<file path="config.mk">
export PLATFORM = sky130hd
export DESIGN_NAME = zeroriscy_compressed_encoder
export DESIGN_NICKNAME = d
export VERILOG_FILES = /design/src/rtl/zeroriscy_compressed_encoder.sv
export SDC_FILE = /design/constraint.sdc
export NUM_CORES = 1
export LEC_CHECK = 0
export CORE_ASPECT_RATIO = 1.25
export CORE_MARGIN = 4
export CORE_UTILIZATION = 48
export CTS_CLUSTER_SIZE = 40
export DETAILED_ROUTE_END_ITERATION = 10
export HOLD_SLACK_MARGIN = 0.1
export PLACE_DENSITY_LB_ADDON = 0.15
export SKIP_LAST_GASP = 1
export SYNTH_ARGS = -nofsm -noshare
export SYNTH_HDL_FRONTEND = slang
export SYNTH_SLANG_ARGS = --single-unit
export TNS_END_PERCENT = 5
</file>
<file path="constraint.sdc">
create_clock -name clk -period 4.3 [get_ports clk]
set_clock_uncertainty 0.1 [all_clocks]
set_input_delay 0.645 -clock clk [delete_from_list [all_inputs] [get_ports clk]]
set_output_delay 0.645 -clock clk [all_outputs]
set_load 0.01 [all_outputs]
</file>
<file path="src/rtl/zeroriscy_compressed_encoder.sv">
// rtl/zeroriscy_compressed_encoder.sv - RV32I to RVC compressor with little-endian parcel packer
// Define ZERORISCY_CENC_STACK_EN to also compress the SP-relative forms (C.LWSP/C.SWSP/C.ADDI16SP/C.ADDI4SPN).
module zeroriscy_compressed_encoder #(
  parameter int CNT_W = 16
) (
  input  logic             clk,
  input  logic             rst_n,
  input  logic [31:0]      instr_i,
  input  logic             instr_valid_i,
  output logic             instr_ready_o,
  input  logic             flush_i,
  output logic [31:0]      word_o,
  output logic             word_valid_o,
  input  logic             word_ready_i,
  output logic             idle_o,
  output logic [CNT_W-1:0] cmp_count_o
);

`ifdef ZERORISCY_CENC_STACK_EN
  localparam logic STACK_EN = 1'b1;
`else
  localparam logic STACK_EN = 1'b0;
`endif

  localparam logic S_EMPTY = 1'b0;
  localparam logic S_HALF  = 1'b1;

  logic [6:0]  opc;
  logic [4:0]  rd, rs1, rs2;
  logic [2:0]  f3;
  logic [6:0]  f7;
  logic [11:0] imm_i, imm_s;
  logic [20:0] jimm;
  logic [12:0] bimm;
  logic        rd_p, rs1_p, rs2_p, fits6;
  logic        in32, c_ok, is16;
  logic [15:0] c_par, p16;

  assign opc   = instr_i[6:0];
  assign rd    = instr_i[11:7];
  assign f3    = instr_i[14:12];
  assign rs1   = instr_i[19:15];
  assign rs2   = instr_i[24:20];
  assign f7    = instr_i[31:25];
  assign imm_i = instr_i[31:20];
  assign imm_s = {instr_i[31:25], instr_i[11:7]};
  assign jimm  = {instr_i[31], instr_i[19:12], instr_i[20], instr_i[30:21], 1'b0};
  assign bimm  = {instr_i[31], instr_i[7], instr_i[30:25], instr_i[11:8], 1'b0};
  assign rd_p  = (rd[4:3] == 2'b01);
  assign rs1_p = (rs1[4:3] == 2'b01);
  assign rs2_p = (rs2[4:3] == 2'b01);
  assign fits6 = (imm_i[11:5] == 7'h00) || (imm_i[11:5] == 7'h7f);
  assign in32  = (instr_i[1:0] == 2'b11);

  always_comb begin
    c_ok  = 1'b0;
    c_par = 16'h0000;
    case (opc)
      7'b0010011: begin
        case (f3)
          3'b000: begin
            if (STACK_EN && rd == 5'd2 && rs1 == 5'd2 && imm_i[3:0] == 4'h0 && imm_i != 12'h000 &&
                (imm_i[11:9] == 3'b000 || imm_i[11:9] == 3'b111)) begin
              c_ok  = 1'b1;
              c_par = {3'b011, imm_i[9], 5'd2, imm_i[4], imm_i[6], imm_i[8:7], imm_i[5], 2'b01};
            end else if (STACK_EN && rs1 == 5'd2 && rd_p && imm_i[11:10] == 2'b00 &&
                         imm_i[1:0] == 2'b00 && imm_i != 12'h000) begin
              c_ok  = 1'b1;
              c_par = {3'b000, imm_i[5:4], imm_i[9:6], imm_i[2], imm_i[3], rd[2:0], 2'b00};
            end else if (rd != 5'd0 && rs1 == rd && imm_i != 12'h000 && fits6) begin
              c_ok  = 1'b1;
              c_par = {3'b000, imm_i[5], rd, imm_i[4:0], 2'b01};
            end else if (rd != 5'd0 && rs1 == 5'd0 && fits6) begin
              c_ok  = 1'b1;
              c_par = {3'b010, imm_i[5], rd, imm_i[4:0], 2'b01};
            end
          end
          3'b001: begin
            if (f7 == 7'h00 && rd != 5'd0 && rs1 == rd && rs2 != 5'd0) begin
              c_ok  = 1'b1;
              c_par = {3'b000, 1'b0, rd, rs2, 2'b10};
            end
          end
          3'b101: begin
            if ((f7 == 7'h00 || f7 == 7'h20) && rd_p && rs1 == rd && rs2 != 5'd0) begin
              c_ok  = 1'b1;
              c_par = {3'b100, 1'b0, 1'b0, f7[5], rd[2:0], rs2, 2'b01};
            end
          end
          3'b111: begin
            if (rd_p && rs1 == rd && fits6) begin
              c_ok  = 1'b1;
              c_par = {3'b100, imm_i[5], 2'b10, rd[2:0], imm_i[4:0], 2'b01};
            end
          end
          default: ;
        endcase
      end
      7'b0110011: begin
        if (f3 == 3'b000 && f7 == 7'h00 && rd != 5'd0 && rs2 != 5'd0 && rs1 == 5'd0) begin
          c_ok  = 1'b1;
          c_par = {4'b1000, rd, rs2, 2'b10};
        end else if (f3 == 3'b000 && f7 == 7'h00 && rd != 5'd0 && rs2 != 5'd0 && rs1 == rd) begin
          c_ok  = 1'b1;
          c_par = {4'b1001, rd, rs2, 2'b10};
        end else if (rd_p && rs2_p && rs1 == rd) begin
          if (f7 == 7'h20 && f3 == 3'b000) begin
            c_ok  = 1'b1;
            c_par = {6'b100011, rd[2:0], 2'b00, rs2[2:0], 2'b01};
          end else if (f7 == 7'h00 && (f3 == 3'b100 || f3 == 3'b110 || f3 == 3'b111)) begin
            c_ok  = 1'b1;
            c_par = {6'b100011, rd[2:0], (f3 == 3'b100) ? 2'b01 : {1'b1, f3[0]}, rs2[2:0], 2'b01};
          end
        end
      end
      7'b0110111: begin
        // C.LUI needs the 20-bit immediate to be a sign-extended, non-zero 6-bit value.
        if (rd != 5'd0 && rd != 5'd2 && instr_i[31:12] != 20'h0 &&
            ((&instr_i[31:17]) || !(|instr_i[31:17]))) begin
          c_ok  = 1'b1;
          c_par = {3'b011, instr_i[17], rd, instr_i[16:12], 2'b01};
        end
      end
      7'b0000011: begin
        if (f3 == 3'b010 && rd_p && rs1_p && imm_i[11:7] == 5'h00 && imm_i[1:0] == 2'b00) begin
          c_ok  = 1'b1;
          c_par = {3'b010, imm_i[5:3], rs1[2:0], imm_i[2], imm_i[6], rd[2:0], 2'b00};
        end else if (STACK_EN && f3 == 3'b010 && rs1 == 5'd2 && rd != 5'd0 &&
                     imm_i[11:8] == 4'h0 && imm_i[1:0] == 2'b00) begin
          c_ok  = 1'b1;
          c_par = {3'b010, imm_i[5], rd, imm_i[4:2], imm_i[7:6], 2'b10};
        end
      end
      7'b0100011: begin
        if (f3 == 3'b010 && rs2_p && rs1_p && imm_s[11:7] == 5'h00 && imm_s[1:0] == 2'b00) begin
          c_ok  = 1'b1;
          c_par = {3'b110, imm_s[5:3], rs1[2:0], imm_s[2], imm_s[6], rs2[2:0], 2'b00};
        end else if (STACK_EN && f3 == 3'b010 && rs1 == 5'd2 &&
                     imm_s[11:8] == 4'h0 && imm_s[1:0] == 2'b00) begin
          c_ok  = 1'b1;
          c_par = {3'b110, imm_s[5:2], imm_s[7:6], rs2, 2'b10};
        end
      end
      7'b1101111: begin
        if (rd[4:1] == 4'h0 && ((&jimm[20:11]) || !(|jimm[20:11]))) begin
          c_ok  = 1'b1;
          c_par = {rd[0] ? 3'b001 : 3'b101, jimm[11], jimm[4], jimm[9:8], jimm[10], jimm[6],
                   jimm[7], jimm[3:1], jimm[5], 2'b01};
        end
      end
      7'b1100111: begin
        if (f3 == 3'b000 && imm_i == 12'h000 && rs1 != 5'd0 && rd[4:1] == 4'h0) begin
          c_ok  = 1'b1;
          c_par = {3'b100, rd[0], rs1, 5'd0, 2'b10};
        end
      end
      7'b1100011: begin
        if (f3[2:1] == 2'b00 && rs2 == 5'd0 && rs1_p && ((&bimm[12:8]) || !(|bimm[12:8]))) begin
          c_ok  = 1'b1;
          c_par = {2'b11, f3[0], bimm[8], bimm[4:3], rs1[2:0], bimm[7:6], bimm[2:1], bimm[5], 2'b01};
        end
      end
      7'b1110011: begin
        if (instr_i == 32'h0010_0073) begin
          c_ok  = 1'b1;
          c_par = 16'h9002;
        end
      end
      default: ;
    endcase
  end

  assign is16 = !in32 || c_ok;
  assign p16  = in32 ? c_par : instr_i[15:0];

  logic             state_q, state_d;
  logic [15:0]      held_q, held_d;
  logic [31:0]      word_q, word_d;
  logic             wvalid_q, wvalid_d;
  logic [CNT_W-1:0] cnt_q, cnt_d;
  logic             accept;

  assign instr_ready_o = !wvalid_q || word_ready_i;
  assign accept        = instr_valid_i && instr_ready_o;

  always_comb begin
    state_d  = state_q;
    held_d   = held_q;
    word_d   = word_q;
    wvalid_d = wvalid_q && !word_ready_i;
    cnt_d    = cnt_q + {{(CNT_W-1){1'b0}}, accept && in32 && c_ok};
    if (accept) begin
      if (state_q == S_EMPTY) begin
        if (is16) begin
          held_d  = p16;
          state_d = S_HALF;
        end else begin
          word_d   = instr_i;
          wvalid_d = 1'b1;
        end
      end else if (is16) begin
        word_d   = {p16, held_q};
        wvalid_d = 1'b1;
        state_d  = S_EMPTY;
      end else begin
        word_d   = {instr_i[15:0], held_q};
        wvalid_d = 1'b1;
        held_d   = instr_i[31:16];
      end
    end else if (flush_i && instr_ready_o && state_q == S_HALF) begin
      // Pad the odd halfword with C.NOP so the word stays executable.
      word_d   = {16'h0001, held_q};
      wvalid_d = 1'b1;
      state_d  = S_EMPTY;
    end
  end

  always_ff @(posedge clk) begin
    if (!rst_n) begin
      state_q  <= S_EMPTY;
      held_q   <= 16'h0000;
      word_q   <= 32'h0000_0000;
      wvalid_q <= 1'b0;
      cnt_q    <= '0;
    end else begin
      state_q  <= state_d;
      held_q   <= held_d;
      word_q   <= word_d;
      wvalid_q <= wvalid_d;
      cnt_q    <= cnt_d;
    end
  end

  assign word_o       = word_q;
  assign word_valid_o = wvalid_q;
  assign idle_o       = (state_q == S_EMPTY) && !wvalid_q;
  assign cmp_count_o  = cnt_q;

endmodule

</file>
==> impl_metrics.toml <==
[floorplan]
die_height_microns = 117
core_area_sq_um = 9270
core.rowCount = 39
io_pins = 88
start_util_pct = 49.6
die_area_sq_um = 11200
die_w_microns = 95.6

[finish]
final_cell_mix = "145 x buf_4, 85 x clkdlybuf4s50_1, 68 x nand2_1, 66 x dfxtp_1, 59 x nor2_1"
finalNonFillerCells = 933
areaGrowthSynthToFinish_pct = 49.6
n_antenna_cell = 0
drive_gt1_share_pct = 24.2
final_util_pct = 74.2
fin_area_sq_um = 6880
layout_commonest_cell = "buf_4"
final_nets = 845

[setup_path]
crit_fanout = 8
crit_type = "in -> reg"
rr_worst_depth = 11
startpoint_type = "input pin"
arrival_ns = 4.30
cp.required_ns = 4.40
cp-end-kind = "flop"

[hold_path]
hold_depth = 2
min_path_type = "reg -> reg"

[pwr]
sw_frac_of_total_pct = 28.7
combPwrFrac_pct = 25.2
power.density_nw_per_um2 = 274
total_leakage_power_nw = 2.62
pwr-share-clk_pct = 39.0
intPower_w = 0.00135
vdd_ir_drop_max_mv = 0.165
seq_power_share_pct = 35.8
p_sw_w = 0.000542

[clock_tree]
clock_latency_ns = 0.33
ctsLongestPathBuffers = 2
cts_setup_buffers = 0
cts_tree = "done"
cts_made_buffers = 9
htreeDepth = 3
root_buffer = "clkbuf_16"
clock_sinks = 66
path_clk_slew_ns = 0.05

[synth]
synth_seq_cells = 66
synth_cell_types = 76
ys_top_cells_by_area = "dfxtp_1 29%, nand2_1 5.5%, nor2_1 4.8%, o21ai_0 4.2%, a311oi_1 3.8%"
synth_top_area_share_pct = 28.7
synth_cells = 615
synth_edf_count = 0
yosysTopAreaCell = "dfxtp_1"
synth.yosys.seq_area_share_pct = 28.7
synth_area_per_cell_sq_um = 7.48
async_reset_ff_share_pct = 0
synth_area_sq_um = 4600
ys_warn_count = 0
synth_flop_cell = "dfxtp_1"
synth.net_count = 655

[detailed_routing]
wl_per_cell_microns = 23.5
drc = 0
vias = 6126
ant_nets = 0
drt_iter0_drc = 703
drt_wl_total_microns = 21900
dr.pass1.iters = 6
vias_per_cell = 6.57

[status]
status = "completed"

[placed_design]
placed_cells = 917
port_buffers = 87
place_area_sq_um = 6500
dp_hpwl_microns = 16700
gp_congestion = 1.11

[sta]
finalHoldViolations = 0
fin_crit_sh_pct = 97.8
drv_slew = 0
setup_viol = 0
fmax_ghz = 0.238
holdWs_ns = 0.359
min_period_ns = 4.20
tightest_slew_ns = 0.601
fin_setup_tns_ns = 0
slew_headroom_pct = 58.9

[grt]
grtUsageTotal_pct = 39.1
grt_pass1_vias = 6182
antenna_found_initial = 0
grt_max_degree = 48
grt-ovfl-total = 0
grt_pass1_wl_microns = 33300

[flow_run]
max-cap-violations = 0
==> power groups by stage <==
stage / Sequential, W / Clock (W) / Combinational, W
floorplan: 0.000693 / 0 / 0.000198
global placement: 0.000685 / 0 / 0.000448
detailed placement: 0.000687 / 0 / 0.000455
CTS: 0.000675 / 0.000736 / 0.000460
global route: 0.000678 / 0.000771 / 0.000500
finish: 0.000676 / 0.000737 / 0.000476
==> worst max-delay path: stages <==
cell and delay (ns):
clkdlybuf4s50_1 0.43, buf_4 0.16, nor4_4 0.38, buf_4 0.19, nand4_1 0.17, nor4_1 0.54
a2111oi_2 0.12, nor3b_2 0.20, and2_4 0.15, inv_2 0.06, ha_1 0.14, nand2b_1 0.13
nor2_1 0.06, nand2_1 0.15, nor2_1 0.06, buf_4 0.18, a22o_1 0.18, a41oi_1 0.22
o31ai_1 0.13
==> stage by stage <==
stage,setup slack (ns),power [W]
2_1_floorplan,0.0510,0.000891
3_3_place_gp,-0.385,0.00113
3_5_place_dp,-0.449,0.00114
4_1_cts,0.0353,0.00187
5_1_grt,-0.0448,0.00195
6_report,0.0960,0.00189
==> synth_stat cells, types with 6 or more instances <==
cell type,instances
a21oi_1,26
nor4_1,11
a311oi_1,20
nand4_1,15
nand3_1,29
a41oi_1,6
o221ai_1,6
a221oi_1,6
xor2_1,12
or3_1,11
nor2b_1,7
o21ai_0,39
inv_1,11
dfxtp_1,66
xnor2_1,7
o31ai_1,9
nor2_1,59
o21ai_1,6
or4_1,7
a22o_1,8
clkbuf_1,43
nor3_1,18
a31oi_1,6
and2_1,7
nand2b_1,11
nand2_1,68
==> final timing paths <==
kind	from	end	slack, ns
worst max-delay path	instr_i[31]	word_o[20]	0.1
worst min-delay path	held_q[15]	held_q[15]	0.36
worst max register to register	state_q	word_o[20]	1.46
worst min register to register	held_q[15]	held_q[15]	0.36
==> per-layer routing <==
metal	GRT usage (%)	routed length, microns	vias to the layer above
met5	0	0	-
met2	63.7	10400	419
li1	-	-	2704
met4	30.2	2100	0
met3	6.97	1820	155
met1	43.7	7610	2848
==> repair_timing <==
| action | CTS | global route |
|---|---|---|
| setup endpoints to repair | 27 | 36 |
| endpoints found under the hold margin | 0 | 0 |
| hold buffers | 0 | 0 |
| gates resized for setup | 3 | 15 |
| pin swaps | 0 | 2 |
==> final cells by class <==
cell class | count | area [sq um]
timing repair buffer | 232 | 1960
fill | 737 | 2390
tap | 123 | 154
sequential | 66 | 1320
inverter | 12 | 45.0
clock buffer | 14 | 264
multi-input combinational | 484 | 3100
clock inverter | 2 | 35.0
==> flip-flops by register name (all words and copies together) (netlist names) <==
register	flops
held_q	16
word_valid_o	1
word_o	32
cmp_count_o	16
state_q	1
==> cells by family after synthesis <==
kind of cell / synth area share (%)
AND/OR/NAND/NOR: 32.4
AO/OA/AOI/OAI: 28.4
flip-flops: 28.7
buffers and inverters: 5.85
XOR/XNOR: 3.62
adder cells (fa/ha/maj): 0.816
multiplexers: 0.218
Power figures use the tool's default switching activity.
